===== config.mk =====
export PLATFORM = sky130hd
export DESIGN_NAME = video_tim_meas
export DESIGN_NICKNAME = d
export VERILOG_FILES = /design/src/rtl/video_tim_meas.sv
export SDC_FILE = /design/constraint.sdc
export NUM_CORES = 1
export LEC_CHECK = 0
export BUFFER_PORTS_ARGS = -buffer_cell sky130_fd_sc_hd__buf_2
export CORE_MARGIN = 2
export CORE_UTILIZATION = 60
export CTS_CLUSTER_SIZE = 25
export DETAILED_ROUTE_END_ITERATION = 12
export PLACE_DENSITY = 0.78
export SYNTH_ARGS = -nofsm -noshare
export SYNTH_HDL_FRONTEND = slang
export SYNTH_SLANG_ARGS = --single-unit
export TNS_END_PERCENT = 10

===== constraint.sdc =====
create_clock -name clk -period 2.95 [get_ports clk]
set_clock_uncertainty 0.05 [all_clocks]
set_input_delay 0.885 -clock clk [delete_from_list [all_inputs] [get_ports clk]]
set_output_delay 0.885 -clock clk [all_outputs]
set_load 0.03 [all_outputs]

===== src/rtl/video_tim_meas.sv =====
// Measures sync width, gate delay, gate width and period of one video timing axis.
// Latency: meas_*/valid/err update on the clk edge that samples the closing sync rise.
// Backpressure: none; ena=0 freezes all state and forces valid/err low.
module video_tim_meas #(
    parameter int LOCK_LINES = 2
) (
    input  logic        clk,
    input  logic        rst_n,
    input  logic        ena,
    input  logic        sync,
    input  logic        gate,
    output logic [7:0]  meas_sync,
    output logic [7:0]  meas_gdel,
    output logic [15:0] meas_gate,
    output logic [15:0] meas_len,
    output logic        valid,
    output logic        locked,
    output logic        err
);

    localparam logic [4:0] S_IDLE = 5'b00001;
    localparam logic [4:0] S_SYNC = 5'b00010;
    localparam logic [4:0] S_GDEL = 5'b00100;
    localparam logic [4:0] S_GATE = 5'b01000;
    localparam logic [4:0] S_LEN  = 5'b10000;

    localparam logic [3:0] LOCK_THR = LOCK_LINES[3:0];

    logic [4:0]  r_state;
    logic [4:0]  w_nxt;
    logic        r_sync_d;
    logic        r_gate_d;
    logic [15:0] r_seg_cnt;
    logic [15:0] r_len_cnt;
    logic        r_ovf;
    logic [7:0]  r_cap_sync;
    logic [7:0]  r_cap_gdel;
    logic [15:0] r_cap_gate;
    logic [7:0]  r_meas_sync;
    logic [7:0]  r_meas_gdel;
    logic [15:0] r_meas_gate;
    logic [15:0] r_meas_len;
    logic        r_valid;
    logic        r_err;
    logic        r_locked;
    logic [3:0]  r_match_cnt;

    logic        w_rise_sync;
    logic        w_rise_gate;
    logic        w_perr;
    logic        w_close;
    logic        w_clr_all;
    logic        w_seg_inc;
    logic        w_seg_clr;
    logic [15:0] w_seg_max;
    logic        w_cap_sync_en;
    logic        w_cap_gdel_en;
    logic        w_cap_gate_en;
    logic        w_len_inc;
    logic        w_ovf_set;
    logic        w_vld;
    logic        w_errp;
    logic [15:0] w_gate_val;
    logic        w_match;
    logic [3:0]  w_match_nxt;

    assign w_rise_sync = sync & ~r_sync_d;
    assign w_rise_gate = gate & ~r_gate_d;

    always_ff @(posedge clk or negedge rst_n) begin
        if (!rst_n) begin
            r_state <= S_IDLE;
        end else if (ena) begin
            r_state <= w_nxt;
        end
    end

    always_comb begin
        w_nxt   = r_state;
        w_perr  = 1'b0;
        w_close = 1'b0;
        case (r_state)
            S_IDLE: begin
                if (w_rise_sync) w_nxt = S_SYNC;
            end
            S_SYNC: begin
                if (gate)       w_perr = 1'b1;
                else if (!sync) w_nxt  = S_GDEL;
            end
            S_GDEL: begin
                if (sync)             w_perr = 1'b1;
                else if (w_rise_gate) w_nxt  = S_GATE;
            end
            S_GATE: begin
                // gate fall coinciding with the next sync rise is a legal, zero-length LEN
                if (!gate && r_gate_d && w_rise_sync) begin
                    w_close = 1'b1;
                    w_nxt   = S_SYNC;
                end else if (sync) begin
                    w_perr = 1'b1;
                end else if (!gate) begin
                    w_nxt = S_LEN;
                end
            end
            S_LEN: begin
                if (w_rise_sync) begin
                    w_close = 1'b1;
                    w_nxt   = S_SYNC;
                end
            end
            default: w_nxt = S_IDLE;
        endcase
        if (w_perr) w_nxt = w_rise_sync ? S_SYNC : S_IDLE;
    end

    always_comb begin
        w_seg_inc     = 1'b0;
        w_seg_max     = 16'hFFFF;
        w_cap_sync_en = 1'b0;
        w_cap_gdel_en = 1'b0;
        w_cap_gate_en = 1'b0;
        w_gate_val    = r_cap_gate;
        case (r_state)
            S_SYNC: begin
                w_seg_max = 16'd255;
                if (!gate) begin
                    if (sync) w_seg_inc     = 1'b1;
                    else      w_cap_sync_en = 1'b1;
                end
            end
            S_GDEL: begin
                w_seg_max = 16'd255;
                if (!sync) begin
                    if (w_rise_gate) w_cap_gdel_en = 1'b1;
                    else if (!gate)  w_seg_inc     = 1'b1;
                end
            end
            S_GATE: begin
                w_gate_val = r_seg_cnt;
                if (gate) begin
                    if (!sync) w_seg_inc = 1'b1;
                end else if (w_close || !sync) begin
                    w_cap_gate_en = 1'b1;
                end
            end
            default: ;
        endcase
        w_clr_all = (r_state == S_IDLE) | w_close | w_perr;
        w_seg_clr = w_cap_sync_en | w_cap_gdel_en;
        w_len_inc = (r_state != S_IDLE) & ~w_clr_all;
        w_ovf_set = (w_seg_inc & (r_seg_cnt == w_seg_max)) |
                    (w_len_inc & (r_len_cnt == 16'hFFFF));
        w_vld     = w_close & ~r_ovf;
        w_errp    = w_perr | (w_close & r_ovf);
    end

    assign w_match = (r_cap_sync == r_meas_sync) && (r_cap_gdel == r_meas_gdel) &&
                     (w_gate_val == r_meas_gate) && (r_len_cnt == r_meas_len);

    always_comb begin
        if (!w_match)                  w_match_nxt = 4'd0;
        else if (r_match_cnt == 4'd15) w_match_nxt = 4'd15;
        else                           w_match_nxt = r_match_cnt + 4'd1;
    end

    always_ff @(posedge clk or negedge rst_n) begin
        if (!rst_n) begin
            r_sync_d    <= 1'b0;
            r_gate_d    <= 1'b0;
            r_seg_cnt   <= 16'd0;
            r_len_cnt   <= 16'd0;
            r_ovf       <= 1'b0;
            r_cap_sync  <= 8'd0;
            r_cap_gdel  <= 8'd0;
            r_cap_gate  <= 16'd0;
            r_meas_sync <= 8'd0;
            r_meas_gdel <= 8'd0;
            r_meas_gate <= 16'd0;
            r_meas_len  <= 16'd0;
            r_valid     <= 1'b0;
            r_err       <= 1'b0;
            r_locked    <= 1'b0;
            r_match_cnt <= 4'd0;
        end else if (ena) begin
            r_sync_d <= sync;
            r_gate_d <= gate;
            if (w_clr_all) begin
                r_seg_cnt <= 16'd0;
                r_len_cnt <= 16'd0;
                r_ovf     <= 1'b0;
            end else begin
                if (w_seg_clr)
                    r_seg_cnt <= 16'd0;
                else if (w_seg_inc && (r_seg_cnt != w_seg_max))
                    r_seg_cnt <= r_seg_cnt + 16'd1;
                if (w_len_inc && (r_len_cnt != 16'hFFFF))
                    r_len_cnt <= r_len_cnt + 16'd1;
                if (w_ovf_set)
                    r_ovf <= 1'b1;
            end
            if (w_cap_sync_en) r_cap_sync <= r_seg_cnt[7:0];
            if (w_cap_gdel_en) r_cap_gdel <= r_seg_cnt[7:0];
            if (w_cap_gate_en) r_cap_gate <= r_seg_cnt;
            r_valid <= w_vld;
            r_err   <= w_errp;
            if (w_vld) begin
                r_meas_sync <= r_cap_sync;
                r_meas_gdel <= r_cap_gdel;
                r_meas_gate <= w_gate_val;
                r_meas_len  <= r_len_cnt;
                r_match_cnt <= w_match_nxt;
                r_locked    <= (w_match_nxt >= LOCK_THR);
            end
            if (w_errp) begin
                r_match_cnt <= 4'd0;
                r_locked    <= 1'b0;
            end
        end else begin
            r_valid <= 1'b0;
            r_err   <= 1'b0;
        end
    end

    assign meas_sync = r_meas_sync;
    assign meas_gdel = r_meas_gdel;
    assign meas_gate = r_meas_gate;
    assign meas_len  = r_meas_len;
    assign valid     = r_valid;
    assign locked    = r_locked;
    assign err       = r_err;

endmodule


## Word level (Yosys, flattened, before mapping)

Index checks and enable logic that the tools add are counted.

- Bits in registers: 127
- Input port bits: 5
- Logic and storage cells: 134

- $add $sub $neg: 3
- Magnitude comparators: 1
- Equality and inequality tests: 22
- Multiplexer cells: 50
- Bitwise gates (word level): 16
- Reduce and logical (&&, ||, !) cells: 25

Operator list:

| operator | number |
|---|---|
| 16-bit two-way mux | 7 |
| 16-bit equality test | 3 |
| 5-bit two-way mux | 9 |
| 16-bit by 1-bit adder with 16-bit output, second input constant | 2 |
| 1-bit two-way mux | 25 |
| 5-bit one-hot mux with 4 select lines | 1 |
| 16-bit equality test, second input constant | 1 |
| 8-bit equality test | 2 |
| 4-bit two-way mux | 4 |
| 16-bit != test | 1 |
| 16-bit != test, second input constant | 1 |
| 2-bit AND reduction | 8 |
| 3-bit != test, second input constant | 4 |
| 4-bit != test, second input constant | 2 |
| 8-bit AND reduction | 1 |
| 1-bit bitwise AND | 7 |
| 1-bit logical AND | 7 |
| 1-bit one-hot mux with 3 select lines | 2 |
| 2-bit nonzero test | 3 |
| 5-bit by 1-bit equality test with 1-bit output, second input constant | 1 |
| 5-bit by 2-bit equality test with 1-bit output, second input constant | 1 |
| 5-bit by 3-bit equality test with 1-bit output, second input constant | 1 |
| 5-bit by 4-bit equality test with 1-bit output, second input constant | 1 |
| 5-bit equality test, second input constant | 1 |
| 13 further kinds | 22 |

## Depth between registers and ports, before layout

- Word-level depth: 13
- Gate-level depth with buffers: 10

## Least setup slack after synthesis

Ideal clock, no wire load.

- Kind: input to register
- From: input gate
- To: register r_seg_cnt[14]
- Library setup time: 127 ps
- Data arrival time: 2556 ps
- Required time: 2773 ps
- Setup slack: 217 ps
- Stages: 7
- Buffers on the path: 0
- Cell sequence: nand4bb_1 > and4_1 > a221oi_2 > nand4_1 > or2_1 > nand4_1 > mux2_1

- Word-level cells in the longest chain between the ends: 9
- Elaborated cells on any way between the ends: 28

Ends and longest elaborated chain:

| what | RTL line | text |
|---|---|---|
| start, declared | 11 | `input logic gate,` |
| 1-bit zero test | n/a |  |
| 1-bit logical AND (2 in series) | 96 | `if (!gate && r_gate_d && w_rise_sync) begin` |
| 1-bit two-way mux | 96 |  |
| 1-bit one-hot mux with 2 select lines | 82 | `case (r_state)` |
| 1-bit OR (2 in series) | 148 | `w_clr_all = (r_state == S_IDLE) \| w_close \| w_perr;` |
| 3-bit nonzero test (no source line) | n/a |  |
| 2-bit AND reduction (no source line) | n/a |  |
| end signal, assigned | 195 | `r_seg_cnt <= r_seg_cnt + 16'd1;` |
| end, declared | 33 | `logic [15:0] r_seg_cnt;` |

Several ways; a longest one is shown, not always the timed one.
A chain may end at the register's enable or synchronous reset.

## Worst setup path after layout

- From: register r_state[4]
- To: register r_seg_cnt[14]

- Word-level cells in the longest chain between the ends: 7
- Elaborated cells on any way between the ends: 21

Ends and longest elaborated chain:

| what | RTL line | text |
|---|---|---|
| start, declared | 29 | `logic [4:0] r_state;` |
| start signal, assigned | 74 | `r_state <= w_nxt;` |
| 5-bit by 3-bit equality test with 1-bit output or 5-bit by 2-bit equality test with 1-bit output (tied branches) | 82, 123 |  |
| 2-bit OR reduction (no source line) | n/a |  |
| 16-bit two-way mux | 123 | `case (r_state)` |
| 16-bit != test | 194 | `else if (w_seg_inc && (r_seg_cnt != w_seg_max))` |
| 1-bit logical AND | 194 |  |
| 3-bit nonzero test (no source line) | n/a |  |
| 2-bit AND reduction (no source line) | n/a |  |

Several ways; a longest one is shown, not always the timed one.

==> qor.csv <==
stage,metric,value,unit
yosys,synth_most_common_cell,nand2_1,
placement,portBuffers,55,
finish,utilization,0.726,
yosys,ys_top_cells_by_area,"dfrtp_1, nand2_1, mux2_2, xnor2_1, xor2_1",
die,die_area,12100,um^2
clock_tree,hold_buffers,0,
timing,maxSlewViolCount,0,
placement,hpwl,13000,um
yosys,synth_edf_count,0,
timing,worst_slack,0.214,ns
power_and_ir_drop,leakage,3.97,nW
timing,clock.fmax,365,MHz
grt,grt_overflow,0,
yosys,synth_common_cells,"nand2_1, dfrtp_1, nor2_1, o21ai_0",
worst_setup_path,start_kind,register,
clock_tree,path_clk_slew,0.05,ns
worst_setup_path,path_max_fanout,11,
grt,grtUsageTotal,0.317,
clock_tree,clk_latency,0.53,ns
yosys,ys_seq_area_frac,0.472,
drt,drt_wl_total,18100,um
clock_tree,postCtsSetupBuffers,0,
drt,drc,0,
yosys,synthesis.nets,747,
timing,timing.setup.tns,0,ns
clock_tree,cts.sinks,127,
yosys,async_flop_share,1.00,
die,die_y,110,um
die,core_area,10900,um^2
timing,hold_violations,0,
worst_setup_path,reg2reg_depth,7,
yosys,netlist.area_leader.share,0.468,
power_and_ir_drop,ir_drop,400,uV
timing,setup_viol,0,
finish,areaGrowthSynthToFinish,17.4,%
die,rows,38,
drt,routed_via_density,6.07,
clock_tree,cts_tree,built,
yosys,synth_flop_cell,dfrtp_1,
die,initial_core_util,0.618,
worst_setup_path,r2r-start,r_state[4],
drt,drtIter0Drc,517,
yosys,ys_warn_count,0,
finish,drive_gt1_frac,0.203,
grt,grt_pass1_wl,28600,um
placement,gp_congestion,0.951,
die,die_w,110,um
yosys,postSynthCellCount,739,
timing,worst_pin_slew,0.746,ns
drt,vias,5878,
worst_setup_path,cp.required,3.31,ns
finish,nNetsFinal,823,
yosys,yosysTopAreaCell,dfrtp_1,
timing,finalCriticalPeriod,2.74,ns
worst_setup_path,cp.arrival,3.10,ns
worst_setup_path,critPathKind,register to register,
drt,ant_nets,0,
timing,period_share,0.928,
placement,place_ws,0.0305,ns
clock_tree,htreeDepth,4,
grt,grt_max_degree,50,
clock_tree,cts_resized,0,
job,max-cap-violations,0,
grt,grt_pass1_vias,5577,
yosys,ys_ff_latch,127,
timing,relSlewSlack,0.501,
grt,antenna_found_initial,0,
outcome,status,"complete, no violations",
drt,post_drt_wl_per_cell,18.7,um
worst_setup_path,regToRegSetupSlack,0.21,ns
min_path,hp-class,primary input to asynchronous set/reset pin,
timing,rsz0062_at_grt,no,
worst_setup_path,r2r-end,r_seg_cnt[14],
finish,num_antenna_cells,0,
yosys,synth.avg_cell_area,9.11,um^2
clock_tree,cts_buffer_depth,2,
die,num_io_pins,56,
yosys,synth_cell_types,68,
clock_tree,clockRootBuffer,clkbuf_8,
drt,drt_first_pass_iters,5,
worst_setup_path,end_kind,register,
power_and_ir_drop,power.density,645,nW/um^2
yosys,synthesis.area,6730,um^2
clock_tree,cts_buffers,17,
[layer usage]
metal	GRT usage	part of all wire
met5	0	0
met4	0.148	0.035
met3	0.0616	0.057
met2	0.493	0.47
met1	0.427	0.44
[critical path, stage by stage (launching register included)]
cell	delay (ns)
dfrtp_1	0.51
or4b_4	0.64
o22ai_2	0.17
mux2i_1	0.37
a21oi_2	0.19
or2_1	0.28
nand4_1	0.10
mux2_1	0.32
[cells by family after synthesis]
| logic type | after synthesis | synth area share |
|---|---|---|
| AOI/OAI and AO/OA | 135 | 0.133 |
| xor gates and xnor gates | 60 | 0.0781 |
| adders and majority gates | 3 | 0.00558 |
| buffers and inverters | 64 | 0.0411 |
| DFF | 127 | 0.472 |
| muxes | 29 | 0.0478 |
| and+or+nand+nor | 321 | 0.222 |
[cells in the final DEF (no fill, tap or decap), types with 4 or more instances in the layout]
cell type	n
dfrtp_1	126
buf_2	54
buf_4	44
nand2_1	168
clkbuf_16	16
mux2_2	24
and3_1	17
mux2i_1	4
nand4_1	12
o22ai_1	5
xnor2_1	30
nor2_1	46
or3_1	7
a211oi_1	4
a21oi_1	21
o21ai_0	41
a31oi_1	18
o31ai_1	4
and2_1	7
and4_1	5
clkbuf_8	7
o211ai_1	4
nor3b_1	4
clkbuf_1	4
nor3_1	12
nand3_1	14
o2111ai_1	4
clkinv_2	4
inv_1	19
xor2_1	30
nor4_1	11
[power breakdown]
part | switching [mW] | total (mW) | internal [mW] | leakage [nW]
logic | 0.700 | 1.19 | 0.490 | 1.95
registers | 0.151 | 2.01 | 1.86 | 1.75
clock network | 0.737 | 1.90 | 1.16 | 0.268
total | 1.59 | 5.09 | 3.51 | 3.97
[sequential cells by signal, indices dropped and copies added, names as in the netlist, 4 cells and up]
register	flops
meas_gdel	8
meas_gate	16
r_cap_gate	16
r_match_cnt	4
r_cap_sync	8
r_len_cnt	16
r_seg_cnt	16
meas_sync	8
r_state	5
meas_len	16
r_cap_gdel	8
[layout make-up]
type                            instances  area (um^2)
Clock buffer                           27          512
Clock inverter                          5         27.5
Fill cell                             830         2980
Inverter                               20         75.1
Multi-Input combinational cell        548         3270
Sequential cell                       127         3180
Tap cell                              140          175
Timing Repair Buffer                  101          661
[worst max path at each step]
stage / slack [ns] / cells after the start / endpoint / start
floorplan: 0.22 / 7 / r_seg_cnt[14] / gate
CTS: 0.24 / 8 / r_seg_cnt[7] / r_state[4]
global placement: 0.14 / 9 / r_match_cnt[1] / gate
detailed placement: 0.03 / 9 / r_len_cnt[4] / gate
global route: 0.04 / 8 / r_seg_cnt[7] / r_state[4]
finish: 0.21 / 7 / r_seg_cnt[14] / r_state[4]
[through the flow]
| stage | instance area [um^2] | cells | total power [mW] | hold slack (ns) |
|---|---|---|---|---|
| after global placement | 7360 | 936 | 3.18 | 0.420 |
| after floorplan | 6730 | 739 | 2.78 | 0.417 |
| after global routing | 7900 | 968 | 5.32 | 0.289 |
| final | 7900 | 968 | 5.09 | 0.269 |
| after CTS | 7900 | 968 | 5.10 | 0.262 |
| after detailed placement | 7360 | 936 | 3.20 | 0.428 |
No activity file was read; power rests on OpenSTA's default activity.
